===== config.mk =====
export PLATFORM = sky130hd
export DESIGN_NAME = pfb_snap_ctrl
export DESIGN_NICKNAME = d
export VERILOG_FILES = /design/src/rtl/pfb_snap_pkg.sv /design/src/rtl/pfb_snap_ctrl.sv
export SDC_FILE = /design/constraint.sdc
export NUM_CORES = 1
export LEC_CHECK = 0
export CAP_MARGIN = 20
export CELL_PAD_IN_SITES_DETAIL_PLACEMENT = 1
export CELL_PAD_IN_SITES_GLOBAL_PLACEMENT = 2
export CORE_ASPECT_RATIO = 1.25
export CORE_MARGIN = 1.5
export CORE_UTILIZATION = 24
export CTS_CLUSTER_DIAMETER = 150
export DETAILED_ROUTE_END_ITERATION = 16
export GPL_TIMING_DRIVEN = 0
export PLACE_DENSITY = 0.86
export SETUP_SLACK_MARGIN = 0.4
export SLEW_MARGIN = 20
export SYNTH_ARGS = -nofsm -noshare
export SYNTH_HDL_FRONTEND = slang
export SYNTH_SLANG_ARGS = --single-unit

===== constraint.sdc =====
create_clock -name clk -period 2.97 [get_ports clk]
set_clock_uncertainty 0.15 [all_clocks]
set_input_delay 0.297 -clock clk [delete_from_list [all_inputs] [get_ports clk]]
set_output_delay 0.297 -clock clk [all_outputs]
set_load 0.02 [all_outputs]

===== src/rtl/pfb_snap_pkg.sv =====
// Purpose : shared types and defaults for the PFB snapshot write sequencer.
// Latency : n/a (declarations only).
// Backpressure: n/a.
// Contents: capture state enum, DATA_W/ADDR_W defaults, frame_len() helper.
package pfb_snap_pkg;

  localparam int DATA_W_DEF = 64;
  localparam int ADDR_W_DEF = 10;

  typedef enum logic [1:0] {
    ST_IDLE    = 2'd0,
    ST_ARMED   = 2'd1,
    ST_CAPTURE = 2'd2,
    ST_DONE    = 2'd3
  } snap_state_e;

  // Number of words in one captured frame for a given port-A address width.
  function automatic int unsigned frame_len(input int unsigned addr_w);
    return 32'd1 << addr_w;
  endfunction

endpackage


===== src/rtl/pfb_snap_ctrl.sv =====
// Purpose : arm -> wait for PFB sync -> write one frame of valid words into snapshot RAM port A -> sticky done.
// Latency : din/din_valid in cycle N show up as a port-A write in cycle N+1; all outputs registered.
// Backpressure: none; accepts one word per clock, din_valid gaps simply stall the write address.
// Ports   : clk/rst_n (async active-low); arm, sync_in, din_valid, din in;
//           bram_en_a, bram_we, bram_addr, bram_wr_data to RAM port A; busy, done, wr_count status.
module pfb_snap_ctrl
  import pfb_snap_pkg::*;
#(
  parameter int DATA_W = DATA_W_DEF,
  parameter int ADDR_W = ADDR_W_DEF
) (
  input  logic              clk,
  input  logic              rst_n,
  input  logic              arm,
  input  logic              sync_in,
  input  logic              din_valid,
  input  logic [DATA_W-1:0] din,
  output logic              bram_en_a,
  output logic              bram_we,
  output logic [ADDR_W-1:0] bram_addr,
  output logic [DATA_W-1:0] bram_wr_data,
  output logic              busy,
  output logic              done,
  output logic [ADDR_W:0]   wr_count
);

  localparam logic [1:0] IDLE    = ST_IDLE;
  localparam logic [1:0] ARMED   = ST_ARMED;
  localparam logic [1:0] CAPTURE = ST_CAPTURE;
  localparam logic [1:0] DONE    = ST_DONE;

  localparam logic [ADDR_W:0] FRAME_LEN = (ADDR_W+1)'(frame_len(ADDR_W));
  localparam logic [ADDR_W:0] LAST_CNT  = FRAME_LEN - (ADDR_W+1)'(1);

  logic [1:0]      state;
  logic [1:0]      state_nxt;
  logic [ADDR_W:0] cnt_nxt;
  logic            wr;

  always_comb begin
    state_nxt = state;
    cnt_nxt   = wr_count;
    wr        = 1'b0;
    case (state)
      IDLE, DONE: begin
        if (arm) begin
          state_nxt = ARMED;
          cnt_nxt   = '0;
        end
      end
      ARMED: begin
        // A word valid in the sync cycle itself is the first word of the frame.
        if (sync_in) begin
          state_nxt = CAPTURE;
          wr        = din_valid;
        end
      end
      CAPTURE: wr = din_valid;
      default: state_nxt = IDLE;
    endcase
    // The write address is the running count, so leaving on the last address
    // means the address never wraps.
    if (wr) begin
      cnt_nxt = wr_count + (ADDR_W+1)'(1);
      if (wr_count == LAST_CNT) begin
        state_nxt = DONE;
      end
    end
  end

  always_ff @(posedge clk or negedge rst_n) begin
    if (!rst_n) begin
      state        <= IDLE;
      wr_count     <= '0;
      bram_we      <= 1'b0;
      bram_en_a    <= 1'b0;
      bram_addr    <= '0;
      bram_wr_data <= '0;
      busy         <= 1'b0;
      done         <= 1'b0;
    end else begin
      state     <= state_nxt;
      wr_count  <= cnt_nxt;
      bram_we   <= wr;
      bram_en_a <= wr;
      if (wr) begin
        bram_addr    <= wr_count[ADDR_W-1:0];
        bram_wr_data <= din;
      end
      // Status follows the next state so it lines up with the write it describes.
      busy <= (state_nxt == ARMED) || (state_nxt == CAPTURE);
      done <= (state_nxt == DONE);
    end
  end

endmodule

==> impl_metrics.json, run 1 <==
{
  "finalCritPeriodShare": 0.780,
  "finalPower_w": 0.00554,
  "cts-buffers-inserted": 9,
  "power_density_nw_per_um2": 960,
  "cap_violations": 0,
  "rsz0062_at_grt": "false",
  "finalCriticalPeriod_ns": 2.32,
  "vias": 3337,
  "antenna_found_initial": 0,
  "drcViolationCount": 0,
  "root_buffer": "clkbuf_16",
  "worst_r2r_endpoint": "busy",
  "max_freq_mhz": 432,
  "status": "completed",
  "cp_data_required_time_ns": 3.04,
  "clock_sinks": 90,
  "tritoncts": "yes",
  "stdcell_area_um2": 5770,
  "worstPathMaxFanout": 7,
  "yosysSeqAreaShare": 0.620,
  "avgViaCountPerCell": 4.41,
  "ioPinCount": 158,
  "r2r_setup_slack_ns": 0.65,
  "nFillCells": 1729,
  "synth_top_area_frac": 0.620,
  "cp-end-kind": "flip-flop",
  "tightest_slew_ns": 0.539,
  "start_kind": "flip-flop",
  "dr.pass1.iters": 4,
  "num_antenna_cells": 0,
  "die_h_um": 140,
  "reg2reg_from": "state[0]",
  "synth_area_per_cell_um2": 9.07,
  "post_cts_buffers": 0,
  "yosys_warnings": 0,
  "clkTransAtPathRegs_ns": 0.07,
  "num_rows": 50,
  "routed_wl_um": 11300,
  "hold_viol_final": 0,
  "clk_path_buf_depth": 2,
  "netlist_area_um2": 3630,
  "leakage_nw": 2.78,
  "place_inst": 740,
  "arrival_ns": 2.39,
  "synth.distinct_cells": 31,
  "hpwl_um": 8550,
  "grt_remaining_overflow": 0,
  "clock_latency_ns": 0.34,
  "setup_viol_count_final": 0,
  "peakVddDrop_uv": 322,
  "ant_nets": 0,
  "ff2ff_path_depth": 7,
  "instances_no_fill": 757,
  "final_cell_mix": "nand2_1 (232), clkdlybuf4s50_1 (156), dfrtp_1 (90)",
  "met1_usage": 0.166,
  "synth_cells": 400,
  "start_util": 0.244,
  "top_usage_layer": "met2",
  "synth_nets": 474,
  "wl_per_cell_um": 14.9,
  "path_class": "flip-flop to flip-flop",
  "area_growth_pct": 58.9,
  "port_buffers": 157,
  "slew_viol_final": 0,
  "htree_levels": 3,
  "final_common_cell": "nand2_1",
  "grt_pass1_vias": 3700,
  "grt_first_pass_wirelength_um": 18800,
  "synth_top_cell_by_area": "dfrtp_1",
  "num-nets-final": 644,
  "ys_top_cells_by_area": "dfrtp_1 (62%), nand2_1 (24%), ha_1 (1.7%)",
  "grtUsageMet3": 0.0441,
  "met2_usage": 0.267,
  "die_area_um2": 15900,
  "grt_max_degree": 54,
  "core_area_um2": 14900,
  "post-route-util": 0.387,
  "first_iter_violations": 103,
  "whs_ns": 0.273,
  "die_w_um": 113,
  "ys_ff_latch": 90,
  "postPlaceCellArea_um2": 5460,
  "relSlewSlack": 0.638,
  "gr-usage-all-layers": 0.149,
  "drive_gt1_frac": 0.0609,
  "hold_path.class": "input pin to async pin",
  "place_congestion": 0.752
}
stage by stage:
stage / TNS (ns) / worst slack, ns
2_1_floorplan: 0 / 0.831
3_5_place_dp: 0 / 0.558
4_1_cts: 0 / 0.528
3_3_place_gp: -186.22 / -2.07
5_1_grt: 0 / 0.452
6_report: 0 / 0.653
critical path, stage by stage (launching register included):
cell	delay [ns]
dfrtp_1	0.39
inv_1	0.08
ha_1	0.38
nor2b_4	0.18
nand3_4	0.13
or4_4	0.54
nand3_1	0.10
ha_1	0.24
area by class of cell:
type                            count  area [µm²]  share of cell area
Clock buffer                        9         225              0.0390
Tap cell                          182         228              0.0395
Inverter                            4        17.5             0.00304
Timing Repair Buffer              159        1610               0.279
Clock inverter                      7        70.1              0.0121
Buffer                             20        92.6              0.0161
Sequential cell                    90        2250               0.390
Multi-Input combinational cell    286        1270               0.221
report_power, final:
part / switching, W / internal (W)
clock network: 0.000487 / 0.000651
logic: 0.00138 / 0.00110
registers: 0.000248 / 0.00167
registers in the layout, summed over array words and instances, names as in the netlist:
signal and cells:
done 1, wr_count 11, bram_we 1, bram_addr 10, bram_wr_data 64, state 2, busy 1
Yosys cell counts:
cell type,number
o211ai_1,2
nand3_2,1
nor2b_1,4
mux2i_1,3
inv_1,3
and2_1,1
nand3_4,1
and3_1,2
clkbuf_1,12
a21boi_0,1
nor3_1,2
ha_1,5
or4_4,1
nand2_1,232
buf_2,6
buf_4,2
o22ai_1,1
nor2b_4,1
and3_4,1
o21ai_0,10
o31ai_1,3
nand2b_1,1
dfrtp_1,90
nand3_1,3
a311oi_1,1
and4_1,1
a21oi_1,4
a21o_2,1
nor2_1,1
inv_2,1
nand4_1,3
logic make-up after synthesis:
logic type,after synthesis,share of synthesized area
AND/OR/NAND/NOR,255,0.287
flip-flops,90,0.620
buffers and inverters,24,0.0290
AO/OA/AOI/OAI,23,0.0383
adder cells (fa/ha/maj),5,0.0172
multiplexers,3,0.00827
how the worst max path moves through the flow:
stage,start,to
after floorplan,state[0],busy
after global placement,rst_n,bram_wr_data[10]
after detailed placement,state[0],bram_wr_data[2]
after CTS,state[0],bram_wr_data[2]
after global routing,state[0],wr_count[9]
final,state[0],busy
metal layers:
metal  vias up  part of all wire
met2        92              0.52
met1      1641              0.39
met5         -                 0
met4         0             0.022
met3        17             0.067
li1       1587                 -
repair_timing:
action,CTS,global route
setup endpoints to repair,0,15
resized for setup,0,5
endpoints found under the hold margin,37,0
hold buffers,1,0
(Power assumes the default switching activity.)
==> inputs of run 2 (changes only) <==
CORE_UTILIZATION = 21   (was 24)
PLACE_DENSITY = 0.8   (was 0.86)
clock period = 1.85 ns   (was 2.97 ns; I/O delays follow)
==> impl_metrics.json, run 2 (synthesis results as in run 1) <==
{
  "status": "finished, violations left",
  "violations": "negative setup slack",
  "ioPinCount": 158,
  "clkTransAtPathRegs_ns": 0.07,
  "vias": 3500,
  "clkPwrFrac": 0.235,
  "hpwl_um": 8840,
  "first_iter_violations": 41,
  "path_cells": "inv_2 > ha_4 > nor2b_4 > nand3_4 > or4_4 > nand3_2 > ha_4",
  "grt_max_degree": 48,
  "hold_viol_final": 0,
  "power_density_nw_per_um2": 1530,
  "place_congestion": 0.733,
  "p_comb_frac": 0.464,
  "gr-usage-all-layers": 0.137,
  "clk_path_buf_depth": 2,
  "grt_first_pass_wirelength_um": 19200,
  "largest_reg_flops": 64,
  "reg_top3": "bram_wr_data: 64 flops, wr_count: 11 flops, bram_addr: 10 flops",
  "critPathBufInv": 1,
  "clock_latency_ns": 0.34,
  "die_w_um": 121,
  "wl_per_cell_um": 15.4,
  "grt_remaining_overflow": 0,
  "worstPathMaxFanout": 4,
  "die_h_um": 150,
  "dr.pass1.iters": 4,
  "drive_gt1_frac": 0.260,
  "nFillCells": 1913,
  "core_area_um2": 16800,
  "setup_viol_count_final": 85,
  "port_buffers": 157,
  "tritoncts": "yes",
  "hold_path.class": "input pin to async pin",
  "grt_pass1_vias": 3730,
  "power.internal_w": 0.00635,
  "routed_wl_um": 12700,
  "htree_levels": 3,
  "root_buffer": "clkbuf_16",
  "arrival_ns": 2.10,
  "num_rows": 53,
  "cpLargestDelayFamily": "simple AND/OR/NAND/NOR gates",
  "cts-buffers-inserted": 9,
  "largest_register": "bram_wr_data",
  "start_kind": "flip-flop",
  "cpMostUsedCell": "ha_4",
  "avgViaCountPerCell": 4.23,
  "slowest_stage": "or4_4",
  "tightest_slew_ns": 0.454,
  "peakVddDrop_uv": 473,
  "cp_data_required_time_ns": 1.94,
  "cp-end-kind": "flip-flop",
  "power.switching_w": 0.00382,
  "leakage_nw": 3.46,
  "max_freq_mhz": 498,
  "final_common_cell": "nand2_1",
  "num_antenna_cells": 0,
  "relSlewSlack": 0.697,
  "p_sw_frac": 0.375,
  "clock_sinks": 90,
  "num-nets-final": 676,
  "slew_viol_final": 0,
  "cap_violations": 0,
  "ant_nets": 0,
  "setup_ws_ns": -0.160,
  "pre_cts_ws_ns": -0.446,
  "die_area_um2": 18100,
  "start_util": 0.215,
  "finalCritPeriodShare": 1.09,
  "path_class": "flip-flop to flip-flop",
  "final_cell_mix": "nand2_1 (176), dfrtp_1 (83), dlygate4sd2_1 (77)",
  "finalPower_w": 0.0102,
  "finalCriticalPeriod_ns": 2.01,
  "p_seq_frac": 0.301,
  "drcViolationCount": 0,
  "critPathMaxStageDelay_ns": 0.45,
  "rsz0062_at_grt": "true",
  "area_growth_pct": 83.5,
  "antenna_found_initial": 0
}
run 2: timing repair:
action / in CTS / in global routing
buffers inserted: 14 / 14
hold buffers: 1 / 0
hold endpoints to repair: 43 / 0
cloned: 0 / 4
gates resized for setup: 151 / 114
endpoints found under the setup margin: 179 / 97
pin swaps: 5 / 15
run 2: path summary, 6_finish.rpt:
kind                                        from                to  slack (ns)  cells after the start
max in group asynchronous                  rst_n       wr_count[1]        0.75                      3
worst max register to register          state[0]              busy       -0.16                      7
worst min-delay path                       rst_n       wr_count[8]        0.19                      2
worst max-delay path                    state[0]              busy       -0.16                      7
min in group clk                          din[6]   bram_wr_data[6]        0.22                      3
worst min register to register  bram_wr_data[18]  bram_wr_data[18]        0.32                      2
run 2: per-layer routing:
metal	vias up	wire length, µm	global-route usage	part of all wire
li1	1663	-	-	-
met1	1717	4860	0.151	0.38
met2	100	6830	0.244	0.54
met3	20	667	0.0320	0.052
met4	0	355	0.0682	0.028
met5	-	0	0	0
run 2: power groups by stage:
| stage | clock, W | combinational [W] | sequential (W) |
|---|---|---|---|
| floorplan | 0 | 0.00123 | 0.00392 |
| global placement | 0 | 0.00402 | 0.00309 |
| detailed placement | 0 | 0.00412 | 0.00313 |
| CTS | 0.00245 | 0.00403 | 0.00307 |
| global route | 0.00252 | 0.00513 | 0.00316 |
| finish | 0.00239 | 0.00472 | 0.00306 |
run 2: area by class of cell:
cell class | count | area (µm²) | area share
Inverter | 4 | 27.5 | 0.00413
Sequential cell | 90 | 2260 | 0.339
Multi-Input combinational cell | 286 | 1590 | 0.239
Buffer | 20 | 245 | 0.0368
Clock inverter | 5 | 150 | 0.0225
Clock buffer | 11 | 233 | 0.0349
Tap cell | 220 | 275 | 0.0413
Timing Repair Buffer | 191 | 1880 | 0.282
run 2: per-stage QoR:
stage | cell area [µm²] | TNS, ns | util | hold slack (ns) | instances
floorplan | 3680 | -0.0765 | - | -0.261 | 400
global placement | 5530 | -300.11 | 0.328 | 0.308 | 777
detailed placement | 5550 | -23.37 | 0.330 | -0.000241 | 778
CTS | 6120 | -0.397 | 0.363 | 0.199 | 809
global route | 6660 | -8.75 | 0.395 | 0.211 | 827
finish | 6660 | -4.54 | 0.395 | 0.191 | 827
